$ cat src/rtl/afe_burst_pulser_if.sv
// Control and status bundle for afe_burst_pulser.
// The master side is the sequencer/bench, and the slave side is the pulser.
interface afe_burst_pulser_if #(
  parameter int unsigned SER_W = 8,
  parameter int unsigned CNT_W = 16
);
  logic             trig;
  logic             abort;
  logic             y0;
  logic [CNT_W-1:0] width;
  logic [CNT_W-1:0] period;
  logic [CNT_W-1:0] delay;
  logic [CNT_W-1:0] n_pulses;
  logic [SER_W-1:0] word_out;
  logic             busy;
  logic             done;
  logic [CNT_W-1:0] burst_cnt;
  logic [CNT_W-1:0] missed_trig;

  modport master (
    output trig, abort, y0, width, period, delay, n_pulses,
    input  word_out, busy, done, burst_cnt, missed_trig
  );

  modport slave (
    input  trig, abort, y0, width, period, delay, n_pulses,
    output word_out, busy, done, burst_cnt, missed_trig
  );
endinterface

$ cat src/rtl/afe_burst_pulser.sv
// Burst pulse-train generator that emits one SER_W-bit serializer word per divclk cycle.
// Pulse timing is tracked with down-counters relative to bit 0 of the current word.
module afe_burst_pulser #(
  parameter int unsigned SER_W = 8,
  parameter int unsigned CNT_W = 16
) (
  input  logic                 divclk,
  input  logic                 divclk_rst,
  afe_burst_pulser_if.slave    bus
);

  localparam int unsigned PW = CNT_W + 1;

  typedef enum logic [1:0] {StIdle, StRun, StDone} state_e;

  state_e           state_q, state_d;
  logic             trig_q;
  logic [CNT_W-1:0] width_q, width_d;
  logic [PW-1:0]    peff_q, peff_d;
  logic [PW-1:0]    to_start_q, to_start_d;
  logic [CNT_W-1:0] hi_q, hi_d;
  logic [CNT_W-1:0] pl_q, pl_d;
  logic [SER_W-1:0] raw_q, raw_d;
  logic             busy_q, busy_d;
  logic             done_q, done_d;
  logic [CNT_W-1:0] burst_cnt_q, burst_cnt_d;
  logic [CNT_W-1:0] missed_q, missed_d;

  logic             trig_pe;
  logic [PW-1:0]    peff_in;
  logic [SER_W-1:0] word_w;
  logic [PW-1:0]    ts_w;
  logic [CNT_W-1:0] hi_w;
  logic [CNT_W-1:0] pl_w;
  logic             last_w;

  assign trig_pe = bus.trig & ~trig_q;

  // Widen the comparison so that width = all-ones cannot wrap.
  always_comb begin
    peff_in = PW'(bus.width) + PW'(1);
    if ({1'b0, bus.period} > peff_in) peff_in = {1'b0, bus.period};
  end

  // Walk the word window bit by bit. A start sets the high counter and reloads the gap counter.
  always_comb begin
    word_w = '0;
    ts_w   = to_start_q;
    hi_w   = hi_q;
    pl_w   = pl_q;
    for (int i = 0; i < SER_W; i++) begin
      if (ts_w == '0 && pl_w != '0) begin
        hi_w = width_q;
        ts_w = peff_q;
        pl_w = pl_w - CNT_W'(1);
      end
      word_w[i] = (hi_w != '0);
      if (hi_w != '0) hi_w = hi_w - CNT_W'(1);
      if (ts_w != '0) ts_w = ts_w - PW'(1);
    end
    last_w = (pl_w == '0) && (hi_w == '0);
  end

  always_comb begin
    state_d     = state_q;
    width_d     = width_q;
    peff_d      = peff_q;
    to_start_d  = to_start_q;
    hi_d        = hi_q;
    pl_d        = pl_q;
    raw_d       = raw_q;
    busy_d      = busy_q;
    done_d      = 1'b0;
    burst_cnt_d = burst_cnt_q;
    missed_d    = missed_q;

    if (trig_pe && state_q != StIdle && missed_q != '1) missed_d = missed_q + CNT_W'(1);

    unique case (state_q)
      StIdle: begin
        raw_d  = '0;
        busy_d = 1'b0;
        if (trig_pe) begin
          width_d    = bus.width;
          peff_d     = peff_in;
          to_start_d = {1'b0, bus.delay};
          hi_d       = '0;
          pl_d       = bus.n_pulses;
          state_d    = (bus.width == '0 || bus.n_pulses == '0) ? StDone : StRun;
        end
      end
      StRun: begin
        if (bus.abort) begin
          raw_d   = '0;
          busy_d  = 1'b0;
          state_d = StIdle;
        end else begin
          raw_d      = word_w;
          busy_d     = 1'b1;
          to_start_d = ts_w;
          hi_d       = hi_w;
          pl_d       = pl_w;
          if (last_w) state_d = StDone;
        end
      end
      StDone: begin
        raw_d       = '0;
        busy_d      = 1'b0;
        done_d      = 1'b1;
        burst_cnt_d = burst_cnt_q + CNT_W'(1);
        state_d     = StIdle;
      end
      default: state_d = StIdle;
    endcase
  end

  always_ff @(posedge divclk or posedge divclk_rst) begin
    if (divclk_rst) begin
      state_q     <= StIdle;
      trig_q      <= 1'b0;
      width_q     <= '0;
      peff_q      <= '0;
      to_start_q  <= '0;
      hi_q        <= '0;
      pl_q        <= '0;
      raw_q       <= '0;
      busy_q      <= 1'b0;
      done_q      <= 1'b0;
      burst_cnt_q <= '0;
      missed_q    <= '0;
    end else begin
      state_q     <= state_d;
      trig_q      <= bus.trig;
      width_q     <= width_d;
      peff_q      <= peff_d;
      to_start_q  <= to_start_d;
      hi_q        <= hi_d;
      pl_q        <= pl_d;
      raw_q       <= raw_d;
      busy_q      <= busy_d;
      done_q      <= done_d;
      burst_cnt_q <= burst_cnt_d;
      missed_q    <= missed_d;
    end
  end

  assign bus.word_out    = raw_q ^ {SER_W{bus.y0}};
  assign bus.busy        = busy_q;
  assign bus.done        = done_q;
  assign bus.burst_cnt   = burst_cnt_q;
  assign bus.missed_trig = missed_q;

endmodule

$ cat src/flat_wrapper.sv
// flat-port wrapper written by rule: the top's interface ports become plain ports
module afe_burst_pulser_flat 
#(
  parameter int unsigned SER_W = 8,
  parameter int unsigned CNT_W = 16
)
  (divclk, divclk_rst, bus_trig, bus_abort, bus_y0, bus_width, bus_period, bus_delay, bus_n_pulses, bus_word_out, bus_busy, bus_done, bus_burst_cnt, bus_missed_trig);
  afe_burst_pulser_if #(.SER_W(SER_W), .CNT_W(CNT_W)) bus_i ();
  input  logic divclk;
  input  logic divclk_rst;
  input wire logic [$bits(bus_i.trig)-1:0] bus_trig;
  input wire logic [$bits(bus_i.abort)-1:0] bus_abort;
  input wire logic [$bits(bus_i.y0)-1:0] bus_y0;
  input wire logic [$bits(bus_i.width)-1:0] bus_width;
  input wire logic [$bits(bus_i.period)-1:0] bus_period;
  input wire logic [$bits(bus_i.delay)-1:0] bus_delay;
  input wire logic [$bits(bus_i.n_pulses)-1:0] bus_n_pulses;
  output wire logic [$bits(bus_i.word_out)-1:0] bus_word_out;
  output wire logic [$bits(bus_i.busy)-1:0] bus_busy;
  output wire logic [$bits(bus_i.done)-1:0] bus_done;
  output wire logic [$bits(bus_i.burst_cnt)-1:0] bus_burst_cnt;
  output wire logic [$bits(bus_i.missed_trig)-1:0] bus_missed_trig;
  assign bus_i.trig = bus_trig;
  assign bus_i.abort = bus_abort;
  assign bus_i.y0 = bus_y0;
  assign bus_i.width = bus_width;
  assign bus_i.period = bus_period;
  assign bus_i.delay = bus_delay;
  assign bus_i.n_pulses = bus_n_pulses;
  assign bus_word_out = bus_i.word_out;
  assign bus_busy = bus_i.busy;
  assign bus_done = bus_i.done;
  assign bus_burst_cnt = bus_i.burst_cnt;
  assign bus_missed_trig = bus_i.missed_trig;
  afe_burst_pulser #(.SER_W(SER_W), .CNT_W(CNT_W)) u_core (.divclk(divclk), .divclk_rst(divclk_rst), .bus(bus_i));
endmodule
$ cat config.mk
export PLATFORM = sky130hd
export DESIGN_NAME = afe_burst_pulser_flat
export DESIGN_NICKNAME = d
export VERILOG_FILES = /design/src/rtl/afe_burst_pulser_if.sv /design/src/rtl/afe_burst_pulser.sv /design/src/flat_wrapper.sv
export SDC_FILE = /design/constraint.sdc
export NUM_CORES = 1
export LEC_CHECK = 0
export ABC_AREA = 1
export ABC_CLOCK_PERIOD_IN_PS = 42100
export CORE_UTILIZATION = 25
export CTS_BUF_LIST = sky130_fd_sc_hd__clkbuf_8
export CTS_CLUSTER_DIAMETER = 40
export DETAILED_ROUTE_END_ITERATION = 8
export PLACE_DENSITY = 0.37
export SKIP_CTS_REPAIR_TIMING = 1
export SYNTH_ARGS = -nofsm -noshare
export SYNTH_HDL_FRONTEND = slang
export SYNTH_SLANG_ARGS = --single-unit
$ cat constraint.sdc
create_clock -name divclk -period 42.1 [get_ports divclk]
set_clock_uncertainty 0.2 [all_clocks]
set_input_delay 4.21 -clock divclk [delete_from_list [all_inputs] [get_ports divclk]]
set_output_delay 4.21 -clock divclk [all_outputs]
set_load 0.1 [all_outputs]
== Word level (Yosys, flattened, before mapping) ==
Cells that the tools add are included.

* Bits in registers: 127
* Bits in latches: 0
* Bits in writable memories: 0
* ROM bits: 0
* Input bits: 69
* Output and inout bits: 42
* Word-level logic and storage cells: 165
* Memories: 0

* $add $sub $neg: 27
* Multiply operators: 0
* Div/mod/pow operators: 0
* Magnitude comparators: 1
* Equal/unequal tests: 6
* Shifts and indexed selects: 0
* Multiplexer cells: 60
* Bitwise gates (word level): 3
* Reductions and logical operators: 56

{| class="wikitable"
|+ Operator list
! cell !! count
|-
| $mux W16 || 28
|-
| $mux W17 || 19
|-
| $reduce_bool A16 Y1 || 16
|-
| $sub A16 B1 Y16 const B || 16
|-
| $logic_not A17 Y1 || 8
|-
| $reduce_bool A17 Y1 || 8
|-
| $sub A17 B1 Y17 const B || 8
|-
| $logic_not A16 Y1 || 4
|-
| $pmux W16 S2 || 2
|-
| $pmux W17 S2 || 1
|-
| $add A16 B1 Y16 const B || 2
|-
| $add A16 B1 Y17 const B || 1
|-
| $gt A16 B17 Y1 || 1
|-
| $ne A16 B16 Y1 const B || 1
|-
| $pmux W8 S2 || 1
|-
| $logic_and A1 B1 Y1 || 11
|-
| $mux W2 || 4
|-
| $mux W8 || 1
|-
| $xor A8 B8 Y8 || 1
|-
| $reduce_bool A2 Y1 || 3
|-
| $pmux W2 S2 || 1
|-
| $reduce_and A2 Y1 || 2
|-
| $ne A3 B2 Y1 const B || 1
|-
| $reduce_and A3 Y1 || 1
|-
| 11 further kinds || 12
|}

== Longest topological paths before layout ==
Gate-level depths: netlist (run 1).

* Depth after elaboration: 45
* Mapped depth: 128

== Worst setup path before layout (run 1) ==
OpenSTA, ideal clock, no wires.

* Kind: register -> register
* Start: register u_core.pl_q[0]
* End: register u_core.state_q[1]
* Library setup time: 0.071 ns
* Arrival: 13.848 ns
* Required time: 41.829 ns
* Slack: 27.981 ns
* Cell stages (with the launch flop): 108
* Path buffers: 9
* Clock period less this slack: 14.119 ns
* Cell sequence: dfrtp_1 -> inv_1 -> ha_1 -> nand2_2 -> nor2_1 -> nand2_1 -> nand3_2 -> buf_6 -> nand2_1 -> nand2_1 -> ha_1 -> nand3_2 -> nor2_4 -> nand3_4 -> buf_6 -> nand2_2 -> nand2_2 -> nor2_2 -> [... 72 more ...] -> nand2_4 -> buf_6 -> nand2_1 -> o21ai_2 -> inv_2 -> ha_1 -> nand3_1 -> inv_1 -> nand2_1 -> nor2_2 -> nand2_2 -> nand3_1 -> nand2_2 -> nor2_1 -> nand3_1 -> nor2_1 -> nor2_1 -> nor2_1

* Cells in the longest elaborated chain, start to end: 44
* Elaborated cells on any way between the ends: 104
* Classes of those cells: 23 x add/sub; 1 x eq/ne; 38 x mux; 42 x reduce/logical

{| class="wikitable"
|+ RTL lines
! what !! line !! text
|-
| start, declared || afe_burst_pulser.sv:22 || <nowiki>logic [CNT_W-1:0] pl_q, pl_d;</nowiki>
|-
| start signal, assigned || afe_burst_pulser.sv:138 || <nowiki>pl_q <= pl_d;</nowiki>
|-
| $reduce_bool A16 Y1 || afe_burst_pulser.sv:52 || <nowiki>if (ts_w == '0 && pl_w != '0) begin</nowiki>
|-
| $logic_and A1 B1 Y1 || afe_burst_pulser.sv:52 ||
|-
| $mux W17 || afe_burst_pulser.sv:52 ||
|-
| $sub A17 B1 Y17 / $reduce_bool A17 Y1 (equally long branches) || afe_burst_pulser.sv:59 || <nowiki>if (ts_w != '0) ts_w = ts_w - PW'(1);</nowiki>
|-
| $mux W17 || afe_burst_pulser.sv:59 ||
|-
| $logic_not A17 Y1 || afe_burst_pulser.sv:52 ||
|-
| $logic_and A1 B1 Y1 || afe_burst_pulser.sv:52 ||
|-
| $mux W17 || afe_burst_pulser.sv:52 ||
|-
| [... 28 more ...] || n/a ||
|-
| $logic_and A1 B1 Y1 || afe_burst_pulser.sv:52 ||
|-
| $mux W16 || afe_burst_pulser.sv:52 ||
|-
| $sub A16 B1 Y16 / $reduce_bool A16 Y1 (equally long branches) || afe_burst_pulser.sv:58 || <nowiki>if (hi_w != '0) hi_w = hi_w - CNT_W'(1);</nowiki>
|-
| $mux W16 || afe_burst_pulser.sv:58 ||
|-
| $logic_not A16 Y1 || afe_burst_pulser.sv:61 || <nowiki>last_w = (pl_w == '0) && (hi_w == '0);</nowiki>
|-
| $logic_and A1 B1 Y1 (*) || afe_burst_pulser.sv:61 ||
|-
| $ne A3 B2 Y1 (no line) (*) || n/a ||
|-
| $reduce_and A2 Y1 (no line) (*) || n/a ||
|-
| end signal, assigned || afe_burst_pulser.sv:119 || <nowiki>state_q <= StIdle;</nowiki>
|-
| end signal, assigned || afe_burst_pulser.sv:132 || <nowiki>state_q <= state_d;</nowiki>
|-
| end, declared || afe_burst_pulser.sv:16 || <nowiki>state_e state_q, state_d;</nowiki>
|}

Every way passes the cells marked *; elsewhere a longest branch is shown, timed or not.
A chain may end at the register's enable or synchronous reset.

== Worst setup path in the final report (run 1) ==
Ends and elaborated chain as after synthesis.

==> impl_metrics.ini, run 1 <==
[critical_path]
crit_fanout = 59
crit_path_frequent_cell = nand2_1
path_buf_inv = 7
critical_path_required_ps = 42380
cp.arrival_ps = 21500
endpoint_kind = register
critPathTopFamily = simple AND/OR/NAND/NOR gates
slowest_stage = nor2_8
crit_type = register to register
slowest_delay_ps = 760
startpoint_type = register

[timing]
rsz0062_at_grt = false
fmax_ghz = 0.0471
fin_tns_setup_ps = 0
slew_headroom_pct = 24.0
period_share_pct = 50.4
hold_violations = 0
setup_viol = 0
worst_pin_slew_ps = 1130
final-max-slew-violation-count = 0
finalCriticalPeriod_ps = 21220

[drt]
via_per_inst = 4.96
drt_iter0_markers = 2303
wl_per_cell_um = 20.8
drc = 4
antenna_left = 0
first_pass_iters = 7
wirelength_um = 118000
vias = 28100

[global_routing]
antenna_found_initial = 2
track_usage_pct = 23.3
grt_max_degree = 71
grt_pass1_wl_um = 174000
grt_overflow = 0
grt_pass1_vias = 27300

[status]
violations = DRC
status = finished, violations left

[clock_network]
root_buffer = clkbuf_8
cts_tree = yes
cts_sinks = 127
htree_num_levels = 4
cts.reportedPaths.clkPinSlew_ps = 90
numCtsBuffers = 17
insertion_delay_ps = 560
clk_path_buf_depth = 2

[synth]
synth_fp_nets = 4460
ys_types = 65
synth_top_family_by_area = simple AND/OR/NAND/NOR gates
synth_area_leaders = nand2_1, dfrtp_1, nor2_1
synth.top_cell.area_share_pct = 21.2
synth-seq-cells = 127
syn_area_mm2 = 0.0246
synth_mux_area_share_pct = 0
synth_cells = 4344
synthAdderAreaFrac_pct = 2.39
yosys_warnings = 0
avgSynthCellArea_um2 = 5.65
yosys.area_share.simple_pct = 53.9
yosysTopAreaCell = nand2_1
synth_compound_area_share_pct = 11.1
ys_seq_area_share_pct = 12.9
synth_xor_area_share_pct = 8.74

[placed_design]
hpwl_um = 95800
place_congestion = 0.919
io_buffers = 110

[hold_path]
hold_path_class = register to register

[layout]
ff_latch_area_mm2 = 0.00318
fill_cells = 11300
area_growth_pct = 9.32
drive_above_1_share_pct = 10.3
multi_input_area_mm2 = 0.0187
nNetsFinal = 4495

[job]
max-cap-violations = 0

[floorplan]
std_cell_rows = 114
dieWidth_um = 315
num_io_pins = 111
initial_utilization_pct = 25.3
core_mm2 = 0.0970
fp.dieH_um = 315
die_area_mm2 = 0.0995
kinds of logic after synthesis:
family / count (synthesis)
buffers and inverters: 558
adders and majority gates: 47
DFF: 127
AOI/OAI and AO/OA: 499
and+or+nand+nor: 2868
xor gates and xnor gates: 245
state kept, by name, summed over array words and instances (netlist names):
| signal | cells |
|---|---|
| u_core.bus.missed_trig | 16 |
| u_core.raw_q | 8 |
| u_core.peff_q | 17 |
| u_core.bus.done | 1 |
| u_core.pl_q | 16 |
| u_core.width_q | 16 |
| u_core.bus.busy | 1 |
| u_core.hi_q | 16 |
| u_core.to_start_q | 17 |
| u_core.state_q | 2 |
| u_core.bus.burst_cnt | 16 |
| u_core.trig_q | 1 |
through the flow:
stage / cells / area, um^2 / setup slack, ps / hold slack [ps] / utilization [%]
3_3_place_gp: 5636 / 26500 / 21320 / 264 / 27.3
3_5_place_dp: 5636 / 26500 / 21240 / 262 / 27.3
5_1_grt: 5668 / 26800 / 18600 / 307 / 27.7
4_1_cts: 5668 / 26800 / 21120 / 287 / 27.7
6_report: 5669 / 26900 / 20880 / 280 / 27.7
2_1_floorplan: 4344 / 24600 / 27980 / 248 / -
synth_stat cells, drive strengths merged:
cell type and number:
o41ai 4, nor3b 2, o21ai 345, clkinv 4
a22o 3, nor3 59, and3 2, o21a 5
dfrtp 127, nor4 15, clkbuf 42, nor2 636
a32o 5, nand3 425, a21oi 72, ha 47
a31oi 3, a21boi 11, inv 430, a211oi 1
a31o 2, a21o 1, dlygate4sd1 1, buf 81
o22ai 24, xnor2 85, a22oi 1, nand2 1562
o31ai 1, o21bai 12, or2 4, nand4 144
o311ai 1, o211ai 8, nand3b 19, xor2 160
final cells by class:
class | count | share of cell area, %
inverters | 434 | 6.11
clock buffers | 17 | 0.871
clock inverters | 15 | 0.555
diodes | 1 | 0.00932
flip-flops and latches | 127 | 11.8
multi-input cells | 3659 | 69.7
well taps | 1276 | 5.95
repair buffers | 140 | 4.94
worst register-to-register path: cells and delay by family (launching register included):
| family | cells | cell delay (ps) |
|---|---|---|
| flops | 1 | 400 |
| simple gates | 78 | 13880 |
| compound gates | 5 | 1600 |
| xor+xnor | 1 | 730 |
| buf+inv | 7 | 1920 |
| fa+ha+maj | 8 | 2420 |
cells in the final DEF (no fill, tap or decap), drive strengths merged, types with 59 or more instances in the layout:
master	count
xor2	160
inv	440
dfrtp	127
nand2	1562
clkdlybuf4s50	110
nor2	636
nand4	144
a21oi	72
nor3	59
nand3	425
xnor2	85
o21ai	345
layer usage:
metal  wire [um]  part of all wire, %  GRT usage, %
met1       53200                   45          30.4
met3        4960                  4.2          2.60
met5          27                0.023             0
met2       55700                   47          39.9
met4        3810                  3.2          7.55
path summary, 6_finish.rpt:
check / from / endpoint / slack [ps] / cells past startpoint
worst max-delay path: u_core.pl_q[0] / u_core.state_q[1] / 20880 / 99
worst min-delay path: u_core.hi_q[9] / u_core.hi_q[9] / 280 / 1
worst min register to register: u_core.hi_q[9] / u_core.hi_q[9] / 280 / 1
worst max register to register: u_core.pl_q[0] / u_core.state_q[1] / 20880 / 99
min in group asynchronous: divclk_rst / u_core.bus.burst_cnt[13] / 3920 / 2
max in group asynchronous: divclk_rst / u_core.peff_q[0] / 36430 / 3
Power of run 1 is left out: the tool's default activity adds up to more than one toggle a clock period on the data nets, which glitch-free logic cannot reach.
==> run 2: changes to the inputs <==
ABC_CLOCK_PERIOD_IN_PS = 20600   (was 42100)
clock period = 20.6 ns   (was 42.1 ns; I/O delays follow)
==> run 2 against run 1 <==
The run now ends clean. Final area is 0.59% higher. Die area did not move. Core utilization is 0.16 points higher. First-iteration DRC count is 16% lower. Via count fell by 0.16%. Non-clock buffer count up 10. Critical path depth increased by 5. Critical path type unchanged. Critical endpoint unchanged. Highest routed layer is now met4.
==> impl_metrics.ini, run 2 (synthesis gave the netlist of run 1 again) <==
[status]
status = finished, final reports clean

[placed_design]
place_area_mm2 = 0.0265
dp.cells = 5641
hpwl_um = 93600
io_buffers = 110
place_congestion = 0.923
place_ws_ps = 1160

[drt]
first_pass_iters = 7
via_per_inst = 4.94
drc = 0
drt_iter0_markers = 1941
antenna_left = 0
wirelength_um = 116000
vias = 28100
wl_per_cell_um = 20.4

[timing]
setup_viol = 0
final-max-slew-violation-count = 0
fmax_ghz = 0.0534
finalCriticalPeriod_ps = 18740
hold_violations = 0
worst_pin_slew_ps = 1140
postLayoutSetupSlackWorst_ps = 1860
slew_headroom_pct = 24.0
period_share_pct = 91.0

[layout]
n_antenna_cell = 0
final_cell_mix = nand2_1, nor2_1, inv_1
final_util_pct = 27.8
fill_cells = 11300
ff_latch_area_mm2 = 0.00318
fin_cells = 5681
largest_registers = u_core.peff_q: 17 flops, u_core.to_start_q: 17 flops
final_area_mm2 = 0.0270
nNetsFinal = 4509
area_growth_pct = 9.96
multi_input_area_mm2 = 0.0188
drive_above_1_share_pct = 10.7
layout_commonest_cell = nand2_1

[global_routing]
grt_use_met3_pct = 1.92
grt_max_degree = 82
top_usage_layer = met2
grt_pass1_vias = 26700
met2_usage_pct = 38.5
track_usage_pct = 22.6
grt_overflow = 0
grt_use_met1_pct = 30.4
grt_pass1_wl_um = 170000
antenna_found_initial = 1

[floorplan]
fp.dieH_um = 315
dieWidth_um = 315
die_area_mm2 = 0.0995
initial_utilization_pct = 25.3
core_mm2 = 0.0970
num_io_pins = 111
std_cell_rows = 114

[clock_network]
numCtsBuffers = 17
root_buffer = clkbuf_8
cts_tree = yes
htree_num_levels = 4
cts.reportedPaths.clkPinSlew_ps = 110
insertion_delay_ps = 550
clk_path_buf_depth = 2
cts_sinks = 127

[critical_path]
crit_type = register to register
timing.rr.start = u_core.pl_q[0]
cp-startpoint = u_core.pl_q[0]
cp.arrival_ps = 19000
startpoint_type = register
endpoint_kind = register
critical_path_required_ps = 20870
slowest_stage = xor2_1
crit_path_frequent_cell = nand2_1
slowest_delay_ps = 440
crit_fanout = 35

[hold_path]
hold_path_class = register to register
min-delay-start = u_core.hi_q[9]

[job]
max-cap-violations = 0
## run 2: cell types whose count changed in the layout (fill, tap and decap cells not counted), sizes merged
cell and change:
inv -2, nor2 +4, diode -1, bufinv -1, clkinv +2, buf +10
## run 2: area by class of cell
class | count | share of cell area (%)
timing repair buffer | 150 | 5.19
clock buffer | 17 | 0.866
tap | 1276 | 5.91
inverter | 434 | 6.07
multi-input combinational | 3663 | 69.7
sequential | 127 | 11.8
clock inverter | 14 | 0.459
## run 2: worst max-delay path: cells and delay by family (launching register included)
kind                       cells  cell delay (ps)
buffers and inverters         10             1750
AOI/OAI and AO/OA              4              670
DFF                            1              430
adders and majority gates      9             2320
and+or+nand+nor               79            12370
xor gates and xnor gates       2              790
## run 2: metrics by stage
| step | hold WS [ps] | TNS, ps |
|---|---|---|
| detailed placement | 266 | 0 |
| global placement | 263 | 0 |
| finish | 285 | 0 |
| floorplan | 248 | 0 |
| CTS | 286 | 0 |
| global route | 306 | -22.8 |
## run 2: worst paths after layout
check,to,slack [ps],depth (start not counted)
worst max-delay path,u_core.state_q[1],1860,104
worst min-delay path,u_core.hi_q[9],280,1
worst max register to register,u_core.state_q[1],1860,104
worst min register to register,u_core.hi_q[9],280,1
max in group asynchronous,u_core.peff_q[7],17090,3
min in group asynchronous,u_core.bus.burst_cnt[14],1810,2
## run 2: metal layers
metal  share of wire, %  wire length (um)  vias to the layer above
met3                3.6              4150                      112
met5                  0                 0                        -
li1                   -                 -                    14100
met2                 47             54100                      633
met1                 47             54500                    13200
met4                2.6              3000                        0
Power of run 2 is left out for the same reason.
==> run 3: changes to the inputs <==
CTS_CLUSTER_SIZE = 40   (was not set)
==> results of run 3 <==
Same layout as run 2: the final DEF is identical, and so are final timing and power.
Power of run 3 is left out for the same reason.
